===== config.mk =====
export PLATFORM = sky130hd
export DESIGN_NAME = cordic_ctrl
export DESIGN_NICKNAME = d
export VERILOG_FILES = /design/src/rtl/cordic_pkg.sv /design/src/rtl/cordic_iter_cnt.sv /design/src/rtl/cordic_ctrl.sv
export SDC_FILE = /design/constraint.sdc
export NUM_CORES = 1
export LEC_CHECK = 0
export ABC_AREA = 1
export BUFFER_PORTS_ARGS = -buffer_cell sky130_fd_sc_hd__buf_2
export CAP_MARGIN = 0
export CORE_AREA = 2 2 39 41
export CTS_BUF_LIST = sky130_fd_sc_hd__clkbuf_16
export DETAILED_ROUTE_END_ITERATION = 8
export DIE_AREA = 0 0 41 43
export PLACE_DENSITY = 0.5
export SYNTH_ARGS = -nofsm -noshare
export SYNTH_HDL_FRONTEND = slang
export SYNTH_HIERARCHICAL = 1
export SYNTH_SLANG_ARGS = --single-unit

===== constraint.sdc =====
create_clock -name clk -period 2 [get_ports clk]
set_input_delay 0.1 -clock clk [delete_from_list [all_inputs] [get_ports clk]]
set_output_delay 0.1 -clock clk [all_outputs]
set_load 0.05 [all_outputs]

===== src/rtl/cordic_pkg.sv =====
// Shared definitions for the CORDIC iteration controller: FSM state
// encoding, default iteration count and index width.
// Optional feature macro: CORDIC_GAIN_COMP_EN (adds the COMP state).
package cordic_pkg;

    // Default number of micro-rotations and width of the iteration index
    localparam int CORDIC_ITERS = 12;
    localparam int CORDIC_IDX_W = 4;

    // IDLE, LOAD, ITER, COMP, DONE (COMP only used with gain compensation)
    localparam int CORDIC_NUM_STATES = 5;
    localparam int CORDIC_ST_W       = $clog2(CORDIC_NUM_STATES);

    typedef logic [CORDIC_ST_W-1:0] state_t;

    localparam logic [2:0] ST_IDLE = 3'd0;
    localparam logic [2:0] ST_LOAD = 3'd1;
    localparam logic [2:0] ST_ITER = 3'd2;
    localparam logic [2:0] ST_COMP = 3'd3;
    localparam logic [2:0] ST_DONE = 3'd4;

endpackage


===== src/rtl/cordic_iter_cnt.sv =====
// Iteration index counter for the CORDIC controller. Synchronous clear
// has priority over enable; tc flags the last micro-rotation (ITERS-1).
module cordic_iter_cnt
    import cordic_pkg::*;
#(
    parameter int ITERS = CORDIC_ITERS,
    parameter int IDX_W = CORDIC_IDX_W
) (
    input  logic             clk,
    input  logic             rst,
    input  logic             clr,
    input  logic             en,
    output logic [IDX_W-1:0] cnt,
    output logic             tc
);

    logic [IDX_W-1:0] cnt_reg;

    // Count up while enabled; reset or clear returns the index to zero
    always_ff @(posedge clk) begin
        if (rst || clr) begin
            cnt_reg <= '0;
        end else if (en) begin
            cnt_reg <= cnt_reg + IDX_W'(1);
        end
    end

    assign cnt = cnt_reg;
    assign tc  = (cnt_reg == IDX_W'(ITERS - 1));

endmodule


===== src/rtl/cordic_ctrl.sv =====
// Control FSM for an iterative CORDIC datapath: load strobe, ITERS
// micro-rotation enables with a shift/ROM index, optional one-cycle gain
// compensation, then a held result-valid until the consumer acknowledges.
// Optional feature macro: CORDIC_GAIN_COMP_EN (COMP state + comp_en strobe).
// All outputs are pure decodes of registered state, so no input reaches an
// output combinationally.
module cordic_ctrl
    import cordic_pkg::*;
#(
    parameter int ITERS = CORDIC_ITERS,
    parameter int IDX_W = CORDIC_IDX_W
) (
    input  logic             clk,
    input  logic             rst,
    input  logic             start,
    input  logic             abort,
    input  logic             out_ack,
    output logic             ready,
    output logic             ld,
    output logic             it_en,
    output logic [IDX_W-1:0] idx,
    output logic             comp_en,
    output logic             out_valid
);

    state_t           state_reg;
    state_t           state_next;
    logic             cnt_clr;
    logic             cnt_en;
    logic             cnt_tc;
    logic [IDX_W-1:0] cnt;

    // Next-state logic; abort dominates start, out_ack and the count
    always_comb begin
        state_next = state_reg;
        if (abort) begin
            state_next = ST_IDLE;
        end else begin
            case (state_reg)
                ST_IDLE: if (start) state_next = ST_LOAD;
                ST_LOAD: state_next = ST_ITER;
`ifdef CORDIC_GAIN_COMP_EN
                ST_ITER: if (cnt_tc) state_next = ST_COMP;
                ST_COMP: state_next = ST_DONE;
`else
                ST_ITER: if (cnt_tc) state_next = ST_DONE;
`endif
                ST_DONE: if (out_ack) state_next = ST_IDLE;
                default: state_next = ST_IDLE;
            endcase
        end
    end

    // State register; reset overrides every other input
    always_ff @(posedge clk) begin
        if (rst) begin
            state_reg <= ST_IDLE;
        end else begin
            state_reg <= state_next;
        end
    end

    // The counter only runs in ITER and is cleared on the last rotation so
    // the index reads zero everywhere else and never passes ITERS-1.
    assign cnt_en  = (state_reg == ST_ITER);
    assign cnt_clr = (state_reg != ST_ITER) || cnt_tc || abort;

    cordic_iter_cnt #(
        .ITERS (ITERS),
        .IDX_W (IDX_W)
    ) u_iter_cnt (
        .clk (clk),
        .rst (rst),
        .clr (cnt_clr),
        .en  (cnt_en),
        .cnt (cnt),
        .tc  (cnt_tc)
    );

    assign ready     = (state_reg == ST_IDLE);
    assign ld        = (state_reg == ST_LOAD);
    assign it_en     = (state_reg == ST_ITER);
    assign idx       = cnt;
    assign out_valid = (state_reg == ST_DONE);
`ifdef CORDIC_GAIN_COMP_EN
    assign comp_en   = (state_reg == ST_COMP);
`else
    assign comp_en   = 1'b0;
`endif

endmodule


**Word level (Yosys, flattened, before mapping)**

Index checks and enable logic that the tools add are counted.

- ROM bits: 0
- Bits of input ports: 5
- Flip-flop bits (word level): 7
- Memories: 0
- Bits in latches: 0
- Memory bits (writable): 0
- Output and inout port bits: 9

- Muxes and demuxes: 4
- Div/mod/pow operators: 0
- Order comparisons: 0
- $mul: 0
- Add/sub/neg operators: 1
- Shift operators: 0
- Reduce and logical (&&, ||, !) cells: 6
- Bitwise gates (word level): 0
- Equality and inequality tests: 8

Operators by type and width:

| cell | number |
|---|---|
| $pmux 3 s4 | 1 |
| $mux 3 | 3 |
| $add 4x1->4 const B | 1 |
| $eq 4x4->1 const B | 1 |
| $ne 2x2->1 const B | 2 |
| $eq 3x1->1 const B | 1 |
| $eq 3x2->1 const B | 1 |
| $eq 3x3->1 const B | 1 |
| $logic_not 3->1 | 1 |
| $logic_or 1x1->1 | 3 |
| $ne 3x2->1 const B | 1 |
| $reduce_and 3->1 | 1 |
| $ne 2x1->1 const B | 1 |
| $reduce_or 2->1 | 1 |

**Depth between registers and ports, before layout**

Gate-level depths: netlist of the first run.

- Depth in word-level cells: 4
- Gate-level depth with buffers: 8
- Gate-level depth less buffers: 8

**Hierarchy**

Netlist of the first run, hierarchy kept.

Modules (own cells, without submodules):

| module | instances | area each (µm²) | cells an instance |
|---|---|---|---|
| cordic_ctrl | 1 | 205.2 | 29 |
| cordic_iter_cnt | 1 | 177.7 | 25 |

**Least setup slack after synthesis of the first run**

OpenSTA, ideal clock, no wires.

- Path type: reg2reg
- Start: register u_iter_cnt.cnt_reg[0], in the netlist u_iter_cnt/cnt[0]
- End: register u_iter_cnt.cnt_reg[1], in the netlist u_iter_cnt/cnt[1]
- Clock period less this slack: 1.839 ns
- Path buffers: 0
- Data required time: 1.928 ns
- Arrival time: 1.767 ns
- Slack: 0.161 ns
- Cell stages (with the launch flop): 9
- Cell sequence: dfxtp_1 ha_1 nand2_1 nor2_1 nand3b_2 or2_1 nor2_1 o21ai_0 a21oi_1

- Cells in the longest elaborated chain, start to end: 4
- Elaborated cells on any way between the ends: 5
- Those cells by class: add/sub (1); eq/ne (1); reduce/logical (3)

Ends and longest elaborated chain:

| element | RTL line | RTL |
|---|---|---|
| start, declared | cordic_iter_cnt.sv:17 | `logic [IDX_W-1:0] cnt_reg;` |
| start signal, assigned | cordic_iter_cnt.sv:24 | `cnt_reg <= cnt_reg + IDX_W'(1);` |
| $eq 4x4->1 | cordic_iter_cnt.sv:29 | `assign tc = (cnt_reg == IDX_W'(ITERS - 1));` |
| named net cnt_tc | cordic_ctrl.sv:30 | `logic cnt_tc;` |
| $logic_or 1x1->1 (2 in series) | cordic_ctrl.sv:66 | `assign cnt_clr = (state_reg != ST_ITER) \|\| cnt_tc \|\| abort;` |
| named net cnt_clr | cordic_ctrl.sv:28 | `logic cnt_clr;` |
| $logic_or 1x1->1 | cordic_iter_cnt.sv:21 | `if (rst \|\| clr) begin` |

The timed path passes the listed nets, and every way through them passes these cells.
A chain may end at the register's enable or synchronous reset.

**Worst setup path in the final report of the first run**

Same ends and word-level chain as after synthesis.

==> impl_metrics.json, run 1 <==
{
  "rsz0062_at_grt": "false",
  "core-area_mm2": 0.00138,
  "grt_max_degree": 9,
  "p_leak_nw": 0.254,
  "r2r_slack_ps": 340,
  "grt_pass1_vias": 297,
  "io-pin-count": 14,
  "cp-start-kind": "register",
  "rows": 14,
  "cts_tree": "built",
  "first_pass_iters": 2,
  "cp_data_required_time_ps": 2160,
  "power.density_mw_per_mm2": 1010,
  "setup.worst_path.class": "reg -> reg",
  "die_w_um": 41,
  "cts-htree-levels": 1,
  "finish.instance_area_um2": 534,
  "r2r-start": "u_iter_cnt/cnt[0]",
  "antenna_found_initial": 0,
  "routedWlPerCell_um": 8.85,
  "clk_latency_ps": 230,
  "ys_seq_area_share_pct": 36.6,
  "crit_arrival_ps": 1820,
  "min_from": "abort",
  "cts_resized": 0,
  "initialDrtViolationCount": 1,
  "fp.dieH_um": 43,
  "grt_pass1_wl_um": 1190,
  "status": "completed",
  "drc": 0,
  "ys_warn_count": 6,
  "drv_slew": 0,
  "start_util_pct": 27.7,
  "clock.fmax_mhz": 603,
  "finalSetupTns_ps": 0,
  "dpl_cell_area_um2": 455,
  "gp_congestion": 0.693,
  "worst_slew_pin_slew_ps": 512,
  "crit_fanout": 4,
  "layout-drive-gt1-share_pct": 34.8,
  "syn_nets": 60,
  "port_buffers": 12,
  "ys_ff_latch": 7,
  "dp_hpwl_um": 582,
  "post-route-util_pct": 38.6,
  "skew_ps": 0.692,
  "cts-root-buf": "clkbuf_16",
  "nets": 76,
  "cts_sinks": 7,
  "cts_buffers": 3,
  "hold_path_class": "in -> reg",
  "wl_um": 752,
  "hold_path_end": "state_reg[0]",
  "max_slew_margin_pct": 65.7,
  "path_clk_slew_ps": 40,
  "avgViaCountPerCell": 4.18,
  "dieArea_mm2": 0.00176,
  "hold_viol_final": 0,
  "critPathLaunch": "u_iter_cnt/cnt[0]",
  "track_usage_pct": 10.5,
  "peakVddDrop_mv": 0.482,
  "whs_path_depth": 4,
  "dp_cells": 81,
  "area_growth_pct": 39.5,
  "r2r_end": "u_iter_cnt/cnt[1]",
  "vias": 355,
  "synthCells": 54,
  "synth.distinct_cells": 17,
  "clock_path_buffers": 2,
  "syn_area_per_cell_um2": 7.09,
  "ant_nets": 0,
  "finalCriticalPeriod_ps": 1660,
  "final_cells": 85,
  "grt.overflow.total": 0,
  "insertedDiodeCount": 0,
  "maxCapViolCount": 0,
  "hold_buffers": 0,
  "reg2reg_depth": 8,
  "cts_setup_buffers": 0,
  "setup_viol": 0,
  "largest_register_ff_count": 4,
  "min_period_over_period_pct": 82.9,
  "p_total_mw": 0.537,
  "synth_area_um2": 383,
  "end_kind": "register"
}
==> cell families after synthesis <==
group,Yosys count,synth area share [%]
compound gates,4,5.23
fa+ha+maj,1,3.27
buf+inv,9,9.80
flops,7,36.6
other cells,1,0.979
simple gates,32,44.1
==> synth_stat cells (all sizes together) <==
cell / count / area share (%)
ha: 1 / 3.3
nor3: 3 / 6.5
dfxtp: 7 / 37
nor2: 13 / 15
or2: 1 / 1.6
conb: 1 / 0.98
inv: 8 / 7.8
nand3b: 1 / 2.9
buf: 1 / 2.0
nand3: 6 / 9.1
o21ai: 1 / 1.3
a21oi: 3 / 3.9
nand2: 8 / 8.5
==> cell usage in the layout (no fill, tap or decap), drive strengths merged <==
cell / synthesis / final
buf: 1 / 12
nand3b: 1 / 1
dfxtp: 7 / 7
ha: 1 / 1
a21oi: 3 / 3
nor2: 13 / 13
or2: 1 / 1
clkbuf: 0 / 3
o21ai: 1 / 1
nand3: 6 / 6
inv: 8 / 9
nor3: 3 / 3
conb: 1 / 1
nand2: 8 / 8
==> how the worst max path moves through the flow <==
| stage | end | slack (ps) |
|---|---|---|
| floorplan | u_iter_cnt/cnt[1] | 160 |
| global placement | u_iter_cnt/cnt[1] | 360 |
| detailed placement | u_iter_cnt/cnt[1] | 350 |
| finish | u_iter_cnt/cnt[1] | 340 |
| global route | u_iter_cnt/cnt[1] | 210 |
| CTS | u_iter_cnt/cnt[1] | 320 |
==> through the flow <==
| step | hold slack (ps) | setup WS [ps] |
|---|---|---|
| 2_1_floorplan | 269 | 161 |
| 3_3_place_gp | 413 | 364 |
| 3_5_place_dp | 405 | 345 |
| 4_1_cts | 165 | 325 |
| 5_1_grt | 181 | 207 |
| 6_report | 167 | 342 |
==> worst max-delay path, stage by stage, from the launching register on <==
cell      delay (ps)
dfxtp_1          340
ha_1             240
nand2_1           70
nor2_1            30
nand3b_2         230
or2_1            220
nor2_1           210
o21ai_0          120
a21oi_1          130
==> per-layer routing <==
| layer | track usage [%] | vias up | share of wire (%) |
|---|---|---|---|
| met4 | 10.0 | 0 | 0 |
| li1 | - | 199 | - |
| met2 | 13.1 | 11 | 44 |
| met3 | 3.66 | 0 | 7.4 |
| met1 | 12.9 | 145 | 49 |
| met5 | 0 | - | 0 |
==> area by class of cell <==
class | instances | area, µm²
fill | 155 | 850
sequential | 7 | 140
clock inverter | 1 | 3.75
clock buffer | 3 | 75.1
tap | 16 | 20.0
inverter | 8 | 30.0
multi-input combinational | 38 | 205
timing repair buffer | 12 | 60.1
==> power by group <==
part           switching [mW]  internal (mW)  leakage, nW
sequential            0.00410          0.143       0.0566
combinational          0.0434         0.0163        0.155
clock                  0.0705          0.259       0.0423
No activity file was read; power rests on OpenSTA's default activity.
==> run 2, diff against run 1 <==
--- a/config.mk
+++ b/config.mk
@@ -12,7 +12,7 @@
 export CTS_BUF_LIST = sky130_fd_sc_hd__clkbuf_16
 export DETAILED_ROUTE_END_ITERATION = 8
 export DIE_AREA = 0 0 41 43
-export PLACE_DENSITY = 0.5
+export PLACE_DENSITY = 0.52
 export SYNTH_ARGS = -nofsm -noshare
 export SYNTH_HDL_FRONTEND = slang
 export SYNTH_HIERARCHICAL = 1
==> constraint.sdc (replaced) <==
create_clock -name clk -period 1.35 [get_ports clk]
set_input_delay 0.0675 -clock clk [delete_from_list [all_inputs] [get_ports clk]]
set_output_delay 0.0675 -clock clk [all_outputs]
set_load 0.05 [all_outputs]
==> impl_metrics.json, run 2 (synthesis gave the netlist of run 1 again) <==
{
  "hold_path_class": "in -> reg",
  "initialDrtViolationCount": 1,
  "clock.fmax_mhz": 739,
  "rsz0062_at_grt": "true",
  "cts-htree-levels": 1,
  "cp-start-kind": "register",
  "cts-root-buf": "clkbuf_16",
  "finalCriticalPeriod_ps": 1350,
  "status": "finished, violations left",
  "ant_nets": 0,
  "nets": 85,
  "power.density_mw_per_mm2": 1210,
  "crit_arrival_ps": 1500,
  "p_int_mw": 0.631,
  "p_switching_mw": 0.183,
  "crit_fanout": 4,
  "path_clk_slew_ps": 40,
  "grt_max_degree": 8,
  "first_pass_iters": 4,
  "largest_register_ff_count": 4,
  "dieArea_mm2": 0.00176,
  "routedWlPerCell_um": 8.77,
  "grt_pass1_wl_um": 1360,
  "finalSetupTns_ps": -3.39,
  "start_util_pct": 27.7,
  "routed.top_layer": "met4",
  "reg2reg_depth": 8,
  "dp_hpwl_um": 670,
  "track_usage_pct": 11.6,
  "insertedDiodeCount": 0,
  "skew_ps": 0.984,
  "grt.overflow.total": 0,
  "pre_cts_ws_ps": -47.7,
  "whs_path_depth": 4,
  "setup.worst_path.class": "reg -> reg",
  "violations": "negative setup slack",
  "num-fill-cells": 147,
  "rows": 14,
  "min_period_over_period_pct": 100,
  "fp.dieH_um": 43,
  "p_leak_nw": 0.316,
  "p_total_mw": 0.813,
  "avgViaCountPerCell": 4.33,
  "p_comb_share_pct": 13.7,
  "cts_tree": "built",
  "setup_slack_ps": -3.39,
  "drv_slew": 0,
  "wirelength_met1_um": 360,
  "cts_sinks": 7,
  "cp_data_required_time_ps": 1500,
  "antenna_found_initial": 0,
  "wl_met2_um": 400,
  "p_sw_share_pct": 22.5,
  "port_buffers": 12,
  "core-area_mm2": 0.00138,
  "die_w_um": 41,
  "wl_um": 824,
  "wl_met3_um": 50,
  "vias": 407,
  "gp_congestion": 0.646,
  "io-pin-count": 14,
  "peakVddDrop_mv": 0.670,
  "clock_path_buffers": 2,
  "p_seq_share_pct": 26.2,
  "drc": 0,
  "layout-drive-gt1-share_pct": 55.1,
  "layout_common_cells": "buf_2, buf_4, nor2_1, inv_1, nand2_1",
  "grt_pass1_vias": 382,
  "clkPwrFrac_pct": 60.1,
  "area_growth_pct": 75.2,
  "maxCapViolCount": 0,
  "clk_latency_ps": 230,
  "end_kind": "register",
  "setup_viol": 1,
  "hold_buffers": 0,
  "hold_viol_final": 0,
  "cts_buffers": 3
}
[run 2: cell count changes in the layout (fill, tap and decap cells not counted), moves of 2 or more]
cell | previous run | this run
buf_4 | 0 | 10
dfxtp_1 | 7 | 3
dfxtp_4 | 0 | 3
buf_2 | 12 | 10
[run 2: timing repair]
| item | CTS | global route |
|---|---|---|
| gates cloned | 0 | 0 |
| resized for setup | 4 | 4 |
| hold endpoints to repair | 0 | 0 |
| buffers inserted | 0 | 2 |
| endpoints found under the setup margin | 3 | 6 |
| pin swaps | 1 | 6 |
[run 2: area by class of cell]
cell class,count,area (µm²),share of cell area [%]
inverter,8,32.5,4.85
clock inverter,1,3.75,0.560
clock buffer,3,75.1,11.2
sequential,7,153,22.8
multi-input combinational,38,250,37.3
timing repair buffer,21,136,20.3
tap,16,20.0,2.99
[run 2: stage by stage]
stage	std cells	util (%)	area, µm²	hold WS (ps)
after global placement	88	40.3	558	354
after CTS	92	46.7	647	117
final	94	48.5	671	126
after global routing	94	48.5	671	164
after floorplan	54	-	433	211
after detailed placement	88	40.3	558	348
[run 2: critical path: stages, from the launching register on]
cell      delay [ps]
dfxtp_4          340
ha_4             160
nand2_2           50
nor2_1            40
nand3b_4         140
or2_4            240
nor2_4           120
o21ai_1           80
a21oi_1          120
[run 2: worst paths after layout]
| kind | startpoint | end | slack (ps) |
|---|---|---|---|
| max reg2reg | u_iter_cnt/cnt[0] | u_iter_cnt/cnt[1] | -3 |
| min | rst | u_iter_cnt/cnt[2] | 130 |
| max | u_iter_cnt/cnt[0] | u_iter_cnt/cnt[1] | -3 |
| min reg2reg | u_iter_cnt/cnt[2] | u_iter_cnt/cnt[2] | 520 |
[run 2: power by group through the flow]
| stage | Sequential, mW | Clock (mW) | Combinational (mW) |
|---|---|---|---|
| floorplan | 0.218 | 0 | 0.0762 |
| global placement | 0.216 | 0 | 0.104 |
| detailed placement | 0.217 | 0 | 0.103 |
| CTS | 0.213 | 0.498 | 0.108 |
| global route | 0.213 | 0.506 | 0.120 |
| finish | 0.213 | 0.489 | 0.112 |
[run 2: per-layer routing]
metal / track usage (%) / vias to the layer above
met3: 1.57 / 2
li1: - / 215
met2: 17.8 / 12
met5: 0 / -
met1: 12.9 / 178
met4: 10.0 / 0
